$ cat src/rtl/scan_bus_bridge.sv
// rtl/scan_bus_bridge.sv - scan-chain command responder issuing one bus transaction per scan_id toggle
// Toggle detection runs only in IDLE; outputs are registered and cleared asynchronously by rst.

module scan_bus_bridge #(
  parameter int ADDR_W      = 20,
  parameter int DATA_W      = 32,
  parameter int SYNC_STAGES = 2,
  parameter int TIMEOUT     = 255
) (
  input  logic              clk,
  input  logic              rst,
  input  logic              scan_id,
  input  logic              cfg_wen,
  input  logic              cfg_ren,
  input  logic [ADDR_W-1:0] cfg_addr,
  input  logic [DATA_W-1:0] cfg_wdata,
  output logic [DATA_W-1:0] scan_rdata,
  output logic              scan_ready,
  output logic              scan_err,
  output logic              busy,
  output logic              bus_req_valid,
  input  logic              bus_req_ready,
  output logic              bus_we,
  output logic [ADDR_W-1:0] bus_addr,
  output logic [DATA_W-1:0] bus_wdata,
  input  logic              bus_rsp_valid,
  input  logic [DATA_W-1:0] bus_rsp_rdata
);

  typedef enum logic [2:0] {INIT, IDLE, REQ, RSP, DONE} state_t;

  localparam int CNT_MAX = (TIMEOUT > SYNC_STAGES) ? TIMEOUT : SYNC_STAGES;
  localparam int CNT_W   = $clog2(CNT_MAX + 1);
  localparam logic [CNT_W-1:0] INIT_LAST = CNT_W'(SYNC_STAGES);
  localparam logic [CNT_W-1:0] TO_LAST   = CNT_W'(TIMEOUT - 1);

  state_t                 state, state_n;
  logic [SYNC_STAGES-1:0] sync;
  logic                   id_s;
  logic                   id_seen, id_seen_n;
  logic [CNT_W-1:0]       cnt, cnt_n;
  logic [DATA_W-1:0]      scan_rdata_n;
  logic                   scan_ready_n, scan_err_n, busy_n;
  logic                   bus_req_valid_n, bus_we_n;
  logic [ADDR_W-1:0]      bus_addr_n;
  logic [DATA_W-1:0]      bus_wdata_n;

  assign id_s = sync[SYNC_STAGES-1];

  always_ff @(posedge clk or posedge rst) begin
    if (rst) begin
      state         <= INIT;
      sync          <= '0;
      id_seen       <= 1'b0;
      cnt           <= '0;
      scan_rdata    <= '0;
      scan_ready    <= 1'b0;
      scan_err      <= 1'b0;
      busy          <= 1'b0;
      bus_req_valid <= 1'b0;
      bus_we        <= 1'b0;
      bus_addr      <= '0;
      bus_wdata     <= '0;
    end else begin
      state         <= state_n;
      sync          <= {sync[SYNC_STAGES-2:0], scan_id};
      id_seen       <= id_seen_n;
      cnt           <= cnt_n;
      scan_rdata    <= scan_rdata_n;
      scan_ready    <= scan_ready_n;
      scan_err      <= scan_err_n;
      busy          <= busy_n;
      bus_req_valid <= bus_req_valid_n;
      bus_we        <= bus_we_n;
      bus_addr      <= bus_addr_n;
      bus_wdata     <= bus_wdata_n;
    end
  end

  always_comb begin
    state_n         = state;
    id_seen_n       = id_seen;
    cnt_n           = cnt;
    scan_rdata_n    = scan_rdata;
    scan_ready_n    = scan_ready;
    scan_err_n      = scan_err;
    bus_req_valid_n = bus_req_valid;
    bus_we_n        = bus_we;
    bus_addr_n      = bus_addr;
    bus_wdata_n     = bus_wdata;

    case (state)
      // Let the synchronizer settle so a high scan_id at reset release is not a toggle.
      INIT: begin
        if (cnt == INIT_LAST) begin
          id_seen_n = id_s;
          cnt_n     = '0;
          state_n   = IDLE;
        end else begin
          cnt_n = cnt + 1'b1;
        end
      end

      IDLE: begin
        if (id_s != id_seen) begin
          id_seen_n    = id_s;
          scan_ready_n = 1'b0;
          scan_err_n   = 1'b0;
          cnt_n        = '0;
          if (cfg_wen && !cfg_ren) begin
            bus_we_n        = 1'b1;
            bus_addr_n      = cfg_addr;
            bus_wdata_n     = cfg_wdata;
            bus_req_valid_n = 1'b1;
            state_n         = REQ;
          end else if (!cfg_wen && cfg_ren) begin
            bus_we_n        = 1'b0;
            bus_addr_n      = cfg_addr;
            bus_wdata_n     = '0;
            bus_req_valid_n = 1'b1;
            state_n         = REQ;
          end else begin
            scan_err_n   = 1'b1;
            scan_ready_n = 1'b1;
            state_n      = DONE;
          end
        end
      end

      REQ: begin
        if (bus_req_ready) begin
          bus_req_valid_n = 1'b0;
          cnt_n           = '0;
          if (bus_we) begin
            scan_ready_n = 1'b1;
            state_n      = DONE;
          end else begin
            state_n = RSP;
          end
        end else if (cnt == TO_LAST) begin
          bus_req_valid_n = 1'b0;
          scan_err_n      = 1'b1;
          scan_ready_n    = 1'b1;
          cnt_n           = '0;
          if (!bus_we) scan_rdata_n = '1;
          state_n = IDLE;
        end else begin
          cnt_n = cnt + 1'b1;
        end
      end

      RSP: begin
        if (bus_rsp_valid) begin
          scan_rdata_n = bus_rsp_rdata;
          scan_ready_n = 1'b1;
          state_n      = DONE;
        end else if (cnt == TO_LAST) begin
          scan_rdata_n = '1;
          scan_err_n   = 1'b1;
          scan_ready_n = 1'b1;
          cnt_n        = '0;
          state_n      = IDLE;
        end else begin
          cnt_n = cnt + 1'b1;
        end
      end

      DONE: state_n = IDLE;

      default: state_n = INIT;
    endcase

    busy_n = (state_n != IDLE);
  end

endmodule

$ cat config.mk
export PLATFORM = sky130hd
export DESIGN_NAME = scan_bus_bridge
export DESIGN_NICKNAME = d
export VERILOG_FILES = /design/src/rtl/scan_bus_bridge.sv
export SDC_FILE = /design/constraint.sdc
export NUM_CORES = 1
export LEC_CHECK = 0
export CORE_ASPECT_RATIO = 0.8
export CORE_MARGIN = 10
export CORE_UTILIZATION = 35
export CTS_CLUSTER_DIAMETER = 100
export DETAILED_ROUTE_END_ITERATION = 7
export DONT_BUFFER_PORTS = 1
export GPL_TIMING_DRIVEN = 0
export PLACE_DENSITY = 0.54
export REMOVE_ABC_BUFFERS = 1
export SYNTH_ARGS = -nofsm -noshare
export SYNTH_HDL_FRONTEND = slang
export SYNTH_SLANG_ARGS = --single-unit
$ cat constraint.sdc
create_clock -name clk -period 6.74 [get_ports clk]
set_clock_uncertainty 0.05 [all_clocks]
set_input_delay 0.674 -clock clk [delete_from_list [all_inputs] [get_ports clk]]
set_output_delay 0.674 -clock clk [all_outputs]
set_load 0.03 [all_outputs]
# Yosys cells after proc, flatten, opt, wreduce, memory -nomap -nowiden
# Cells that the tools add are included.
word_totals:
  wordCells: 97
  out_inout_bits: 89
  reg_bits: 103
op_classes:
  n_reduce_logical: 18
  add_sub_neg: 1
  n_mux: 48
  n_eq_ne: 18
ops:
  columns: ["cell", "n"]
  rows:
  - ["32-bit two-way mux", 7]
  - ["32-bit one-hot mux with 2 select lines", 1]
  - ["20-bit two-way mux", 2]
  - ["8-bit two-way mux", 5]
  - ["8-bit one-hot mux with 4 select lines", 1]
  - ["3-bit two-way mux", 8]
  - ["1-bit two-way mux", 19]
  - ["3-bit one-hot mux with 5 select lines", 1]
  - ["2-bit != test, second input constant", 6]
  - ["3-bit != test, second input constant", 4]
  - ["3-bit AND reduction", 4]
  - ["8-bit by 1-bit adder with 8-bit output, second input constant", 1]
  - ["8-bit by 2-bit == test with 1-bit output, second input constant", 1]
  - ["8-bit == test, second input constant", 1]
  - ["4-bit AND reduction", 2]
  - ["2-bit nonzero test", 4]
  - ["3-bit by 2-bit == test with 1-bit output, second input constant", 2]
  - ["1-bit one-hot mux with 3 select lines", 2]
  - ["5-bit AND reduction", 1]
  - ["1-bit one-hot mux with 2 select lines", 2]
  - ["4-bit nonzero test", 1]
  - ["3-bit by 1-bit == test with 1-bit output, second input constant", 1]
  - ["3-bit == test, second input constant", 1]
  - ["3-bit logical NOT", 1]
  - ["5 further kinds", 7]

# Logic depth before layout (Yosys ltp)
# Gate-level depths: netlist of run 1.
logic_depth:
  word_depth: 7
  depth_mapped: 8
  ltp_nobuf: 6

# Worst setup path after synthesis of run 1
# Ideal clock, no wire load.
synth_timing:
  path_type: "input -> register"
  startpoint: "input cfg_ren"
  endpoint: "register bus_wdata[0]"
  slack_ns: 4.752
  stages: 8
  n_path_buf: 2
  arrival_ns: 1.803
  path_cell_list: "inv_1 > ha_1 > nor3_1 > nand3_1 > buf_2 > buf_2 > nand2_1 > o21ai_0"
synth_between:
  elab_chain_len: 4
synth_lines:
  columns: ["element", "line", "rtl"]
  rows:
  - ["start, declared", "14", "input logic cfg_ren,"]
  - ["1-bit logical NOT", "110", "if (cfg_wen && !cfg_ren) begin"]
  - ["1-bit logical AND", "110", null]
  - ["2-bit nonzero test (no source line)", null, null]
  - ["3-bit AND reduction (no source line)", null, null]
  - ["end signal, assigned", "76", "bus_wdata <= bus_wdata_n;"]
  - ["end, declared", "25", "output logic [DATA_W-1:0] bus_wdata,"]
# Several ways; a longest one is shown, not always the timed one.
# A chain may end at the register's enable or synchronous reset.

# Worst setup path after layout of run 1
layout_timing:
  startpoint: "register cnt[0]"
  endpoint: "register scan_rdata[10]"
layout_between:
  elab_chain_len: 3
layout_lines:
  columns: ["element", "line", "rtl"]
  rows:
  - ["start, declared", "41", "logic [CNT_W-1:0] cnt, cnt_n;"]
  - ["start signal, assigned", "68", "cnt <= cnt_n;"]
  - ["8-bit == test (*)", "140, 157", null]
  - ["3-bit != test (no source line) / 2-bit != test (equally long branches)", null, null]
  - ["5-bit AND reduction (no source line) (*)", null, null]
  - ["end signal, assigned", "69", "scan_rdata <= scan_rdata_n;"]
  - ["end, declared", "17", "output logic [DATA_W-1:0] scan_rdata,"]
# Mark *: on every way between the ends. The rest lies on a longest branch, timed or not.

==> results.yml, run 1 <==
grt:
  grt_max_degree: 90
  overflow: 0
  grt.total_usage_pct: 11.7
  grt_pass1_wl_mm: 16.1
  first_global_vias: 2832
  grt_antenna_before_repair: 0
clocking:
  cts_tree: "done"
  post_cts_buffers: 0
  postCtsHoldBufs: 0
  cts_root_buf: "clkbuf_16"
  clk_latency_ps: 340
  cts_resized: 0
  max-clock-path-buffers: 2
  h-tree-depth: 3
  clock_sinks: 103
  clkSlewWorstSetupHoldPaths_ps: 70
  cts_buffers: 9
worst_setup_path:
  reg2reg_depth: 6
  required_ps: 6970
  critPathKind: "flop to flop"
  cp_max_fo: 32
  r2r_setup_slack_ps: 4220
  reg2reg_to: "scan_rdata[10]$_DFFE_PP0P_"
  critical_path_arrival_ps: 2750
  end_kind: "flop"
  start_kind: "flop"
  worstReg2RegStart: "cnt[0]$_DFFE_PP0P_"
synth:
  async_reset_ff_share_pct: 100
  synthMuxAreaShare_pct: 6.03
  synth_xor_area_share_pct: 0.204
  ys_seq_area_share_pct: 60.0
  synth-simple-area-share_pct: 11.2
  yosysUniqueCellTypes: 41
  synth-seq-cells: 103
  synth.avg_cell_area_um2: 11.4
  synth_area_mm2: 0.00430
  synth_compound_area_share_pct: 17.7
  synth_cells: 376
  synthAdderAreaFrac_pct: 0.874
  synth-main-ff-cell: "dfrtp_1"
  synth_edf_count: 0
  synth_top_family_by_area: "compound AO/OA/AOI/OAI gates"
  yosys_warnings: 0
detailed_routing:
  via_per_inst: 5.43
  drcViolationCount: 0
  wl_mm: 10.6
  ant_nets: 0
  routedWlPerCell_um: 20.5
  first_pass_iters: 4
  vias: 2811
  drt_iter0_markers: 158
timing:
  finalHoldViolations: 0
  period_needed_ps: 2520
  period_share_pct: 37.5
  fin_setup_tns_ps: 0
  setup_viol: 0
  slew_headroom_pct: 16.2
  rsz0062_at_grt: "no"
  tightestPinTransition_ps: 1260
  maxSlewViolCount: 0
  max_freq_mhz: 396
floorplanning:
  core_area_mm2: 0.0121
  die_height_um: 119
  die-area_mm2: 0.0171
  fp.dieW_um: 144
  ios: 180
  row_count: 36
  start_util_pct: 35.6
power_and_ir_drop:
  clkPwrFrac_pct: 20.8
  p_sw_share_pct: 45.3
  p_leak_nw: 1.94
  p_switching_mw: 1.09
  cellPowerDensity_mw_per_mm2: 515
  vdd_drop_max_mv: 0.161
  combPwrFrac_pct: 18.1
  internal_power_mw: 1.32
  seqPwrFrac_pct: 61.1
status:
  outcome: "finished, final reports clean"
hold_path:
  hold_path.class: "primary input to asynchronous set/reset pin"
cells_and_area:
  syn2layout_area_growth_pct: 8.83
  num-nets-final: 455
  n_antenna_cell: 0
  instances_no_fill: 518
  drive_gt1_share_pct: 13.7
run:
  cap_viol_max_count: 0
placement:
  placedCellCount: 502
  hpwl_mm: 7.88
  port_buffers: 0
  gp_congestion: 0.760
[metal layers]
layer | wire, µm | part of all wire (%) | GRT usage (%) | vias up
li1 | - | - | - | 1301
met4 | 108 | 1.0 | 3.50 | 0
met3 | 1370 | 13 | 5.68 | 8
met5 | 0 | 0 | 0 | -
met1 | 4240 | 40 | 13.6 | 1371
met2 | 4890 | 46 | 18.8 | 131
[worst max-delay path by stage]
stage	slack, ps	depth (start not counted)	start	endpoint
after global routing	3990	6	cnt[0]$_DFFE_PP0P_	scan_rdata[11]$_DFFE_PP0P_
after CTS	4200	6	cnt[0]$_DFFE_PP0P_	scan_rdata[10]$_DFFE_PP0P_
after floorplan	3210	5	cfg_ren	bus_addr[0]$_DFFE_PP0P_
after global placement	2240	1	rst	cnt[1]$_DFFE_PP0P_
after detailed placement	3930	5	cfg_ren	bus_addr[7]$_DFFE_PP0P_
final	4220	6	cnt[0]$_DFFE_PP0P_	scan_rdata[10]$_DFFE_PP0P_
[kinds of logic (layout without fill, tap and decap cells)]
| group | Yosys count | count (layout) |
|---|---|---|
| AND/OR/NAND/NOR | 108 | 108 |
| AO/OA/AOI/OAI | 103 | 103 |
| flip-flops | 103 | 103 |
| buffers and inverters | 35 | 25 |
| multiplexers | 23 | 23 |
| adder cells (fa/ha/maj) | 3 | 3 |
| XOR/XNOR | 1 | 1 |
[cell usage after synthesis (all sizes together), types with 4 or more instances]
cell type	number	area (µm²)
o22a	32	280
clkbuf	13	48.8
nand2	72	270
nor3	7	35.0
buf	14	96.3
a21oi	10	50.1
mux2	23	259
o21ai	41	209
inv	8	30.0
a22o	4	35.0
nor2	7	26.3
dfrtp	103	2580
[state kept, by name, indices dropped and copies added, names as in the netlist]
signal,count
state,3
scan_ready,1
cnt,8
scan_rdata,32
busy,1
id_seen,1
scan_err,1
bus_we,1
bus_req_valid,1
sync,2
bus_addr,20
bus_wdata,32
[power by group through the flow]
stage	sequential [mW]	clock (mW)	combinational, mW
4_1_cts	1.48	0.520	0.444
6_report	1.47	0.501	0.437
3_3_place_gp	1.49	0	0.427
3_5_place_dp	1.50	0	0.445
5_1_grt	1.51	0.549	0.493
2_1_floorplan	1.41	0	0.364
[layout make-up]
type / instances / area (µm²)
repair buffers: 1 / 27.5
flip-flops and latches: 103 / 2580
well taps: 152 / 190
clock buffers: 9 / 225
fillers: 1163 / 7400
clock inverters: 7 / 66.3
multi-input cells: 238 / 1560
inverters: 8 / 32.5
[layout by cell type, fill, tap and decap left out, types with 4 or more instances in the layout]
cell / netlist / routed
nor2_1: 7 / 7
a22o_1: 4 / 4
clkbuf_16: 0 / 9
dfrtp_1: 103 / 103
o21ai_0: 40 / 40
nor3_1: 7 / 7
mux2_2: 23 / 23
o22a_1: 32 / 32
nand2_1: 72 / 72
a21oi_1: 10 / 10
inv_1: 8 / 7
[per-stage QoR]
step | setup slack (ps) | power, mW | util [%] | hold slack, ps | instance area (µm²)
floorplan | 3210 | 1.77 | - | 281 | 4150
global placement | 2240 | 1.92 | 36.0 | 291 | 4340
detailed placement | 3930 | 1.94 | 36.3 | 291 | 4380
CTS | 4200 | 2.45 | 38.7 | 244 | 4670
global route | 3990 | 2.55 | 38.7 | 270 | 4670
finish | 4220 | 2.41 | 38.7 | 236 | 4670
[critical path, cell delays in order (launching register included)]
cell and delay, ps:
dfrtp_1 400, inv_1 90, ha_1 170, and3_1 300
a21oi_1 160, o31ai_4 1000, o22a_1 290
(Power assumes the default switching activity.)
==> run 2: changes to the inputs <==
- PLACE_DENSITY: 0.54 -> 0.56
- clock period: 6.74 -> 2.2 ns (I/O delays scaled with it)
==> run 2 against run 1 <==
Total power grew to 3.2 times the previous value. Maximum frequency increased by 22%. Utilization grew 8.1 points. Critical path type unchanged. Critical endpoint is now scan_ready$_DFFE_PP0P_. Highest routed layer unchanged.
==> results.yml, run 2 (same netlist as run 1, synthesis figures left out) <==
hold_path:
  worstHoldPathCells: 3
  hold_path.class: "primary input to flop"
floorplanning:
  ios: 180
  die_height_um: 119
  die-area_mm2: 0.0171
  row_count: 36
  core_area_mm2: 0.0121
  fp.dieW_um: 144
  start_util_pct: 35.6
power_and_ir_drop:
  seqPwrFrac_pct: 59.0
  p_sw_share_pct: 45.4
  design_power_total_mw: 7.68
  vdd_drop_max_mv: 0.575
  cellPowerDensity_mw_per_mm2: 1360
  p_leak_nw: 2.33
  combPwrFrac_pct: 20.5
  clkPwrFrac_pct: 20.4
  p_switching_mw: 3.49
  internal_power_mw: 4.19
clocking:
  max-clock-path-buffers: 2
  cts_buffers: 9
  clk_latency_ps: 350
  clkSlewWorstSetupHoldPaths_ps: 70
  cts_tree: "done"
  cts_root_buf: "clkbuf_16"
  h-tree-depth: 3
  clock_sinks: 103
placement:
  port_buffers: 0
  hpwl_mm: 7.73
  gp_congestion: 0.735
  placedCellCount: 502
timing:
  rsz0062_at_grt: "yes"
  setup_viol: 0
  max_freq_mhz: 485
  slew_headroom_pct: 22.8
  period_needed_ps: 2060
  maxSlewViolCount: 0
  fin_setup_tns_ps: 0
  tightestPinTransition_ps: 1160
  holdWs_ps: 214
  period_share_pct: 93.7
  finalHoldViolations: 0
worst_setup_path:
  critPathKind: "flop to flop"
  cp_slowest_stage_delay_ps: 550
  cp_top_family: "simple AND/OR/NAND/NOR gates"
  required_ps: 2390
  start_kind: "flop"
  critical_path_arrival_ps: 2250
  end_kind: "flop"
  cp_slowest_cell: "nor3_2"
  reg2reg_depth: 3
  path_buf_inv: 0
  cp_max_fo: 22
  path_depth: 3
  crit_chain: "nor3_2 -> nand3_2 -> a22o_1"
cells_and_area:
  final_cell_mix: "dfrtp_1 (102), dlygate4sd3_1 (86), nand2_1 (71), o21ai_0 (40), o22a_1 (32)"
  num-nets-final: 547
  seq_area_mm2: 0.00258
  n_antenna_cell: 0
  syn2layout_area_growth_pct: 31.5
  instances_no_fill: 610
  multi_input_area_mm2: 0.00163
  final_common_cell: "dfrtp_1"
  num-fill-cells: 1081
  reg.largest.list: "bus_wdata (32), scan_rdata (32), bus_addr (20)"
  drive_gt1_share_pct: 13.3
detailed_routing:
  wl_mm: 12.4
  ant_nets: 0
  drt_iter0_markers: 153
  via_per_inst: 5.20
  vias: 3172
  drcViolationCount: 0
  first_pass_iters: 4
  routedWlPerCell_um: 20.4
grt:
  use_met1_pct: 17.0
  grtUsageMet2_pct: 22.5
  grt_antenna_before_repair: 0
  grt_pass1_wl_mm: 19.3
  grt.total_usage_pct: 14.2
  grt_max_degree: 66
  grt.busiest_layer: "met2"
  overflow: 0
  grtUsageMet3_pct: 6.00
  first_global_vias: 3393
status:
  outcome: "finished, final reports clean"
run:
  cap_viol_max_count: 0
==> run 2: cell types whose count changed in the layout (fill, tap and decap cells not counted), sizes merged <==
cell	delta
dlygate4sd3	+86
clkbuf	+1
nand3	+2
buf	+3
clkinv	-1
o31ai	+1
==> run 2: layout make-up <==
cell class,instances,share of cell area [%]
timing repair buffer,90,16.2
sequential,103,45.7
inverter,8,0.576
clock buffer,10,4.23
clock inverter,6,1.09
multi-input combinational,241,28.9
tap,152,3.37
==> run 2: through the flow <==
step,utilization [%],setup WS (ps),instance area (µm²)
finish,46.8,139,5650
global route,46.8,-20.7,5650
CTS,46.6,6.37,5630
detailed placement,36.2,-358,4380
global placement,36.0,-1840,4340
floorplan,-,-926,4150
==> run 2: routing by layer <==
layer  part of all wire [%]  vias up
met5                      0        -
met4                    1.8        0
met3                     10       17
met2                     48      133
met1                     40     1535
li1                       -     1487
==> run 2: worst register-to-register path, cell delays in order, from the launching register on <==
cell	delay, ps
dfrtp_1	510
nor3_2	550
nand3_2	470
a22o_1	380
==> run 2: power groups by stage <==
stage,Clock [mW],Sequential [mW],Combinational [mW]
finish,1.57,4.53,1.58
global placement,0,4.55,1.31
floorplan,0,4.31,1.12
global route,1.71,4.64,1.79
detailed placement,0,4.56,1.37
CTS,1.63,4.54,1.56
==> run 2: timing repair <==
item	CTS	global route
pin swaps	3	1
gates resized for setup	5	3
cloned	2	1
setup buffers	3	0
hold buffers	86	0
hold endpoints to repair	149	0
setup endpoints to repair	86	61
==> run 2: worst paths after layout <==
path	start	endpoint	slack (ps)
max	state[2]$_DFF_PP0_	scan_ready$_DFFE_PP0P_	140
min	bus_req_ready	bus_req_valid$_DFFE_PP0P_	210
max reg2reg	state[2]$_DFF_PP0_	scan_ready$_DFFE_PP0P_	140
max in group asynchronous	rst	state[0]$_DFF_PP0_	940
min in group asynchronous	rst	bus_addr[17]$_DFFE_PP0P_	460
min reg2reg	sync[0]$_DFF_PP0_	sync[1]$_DFF_PP0_	310
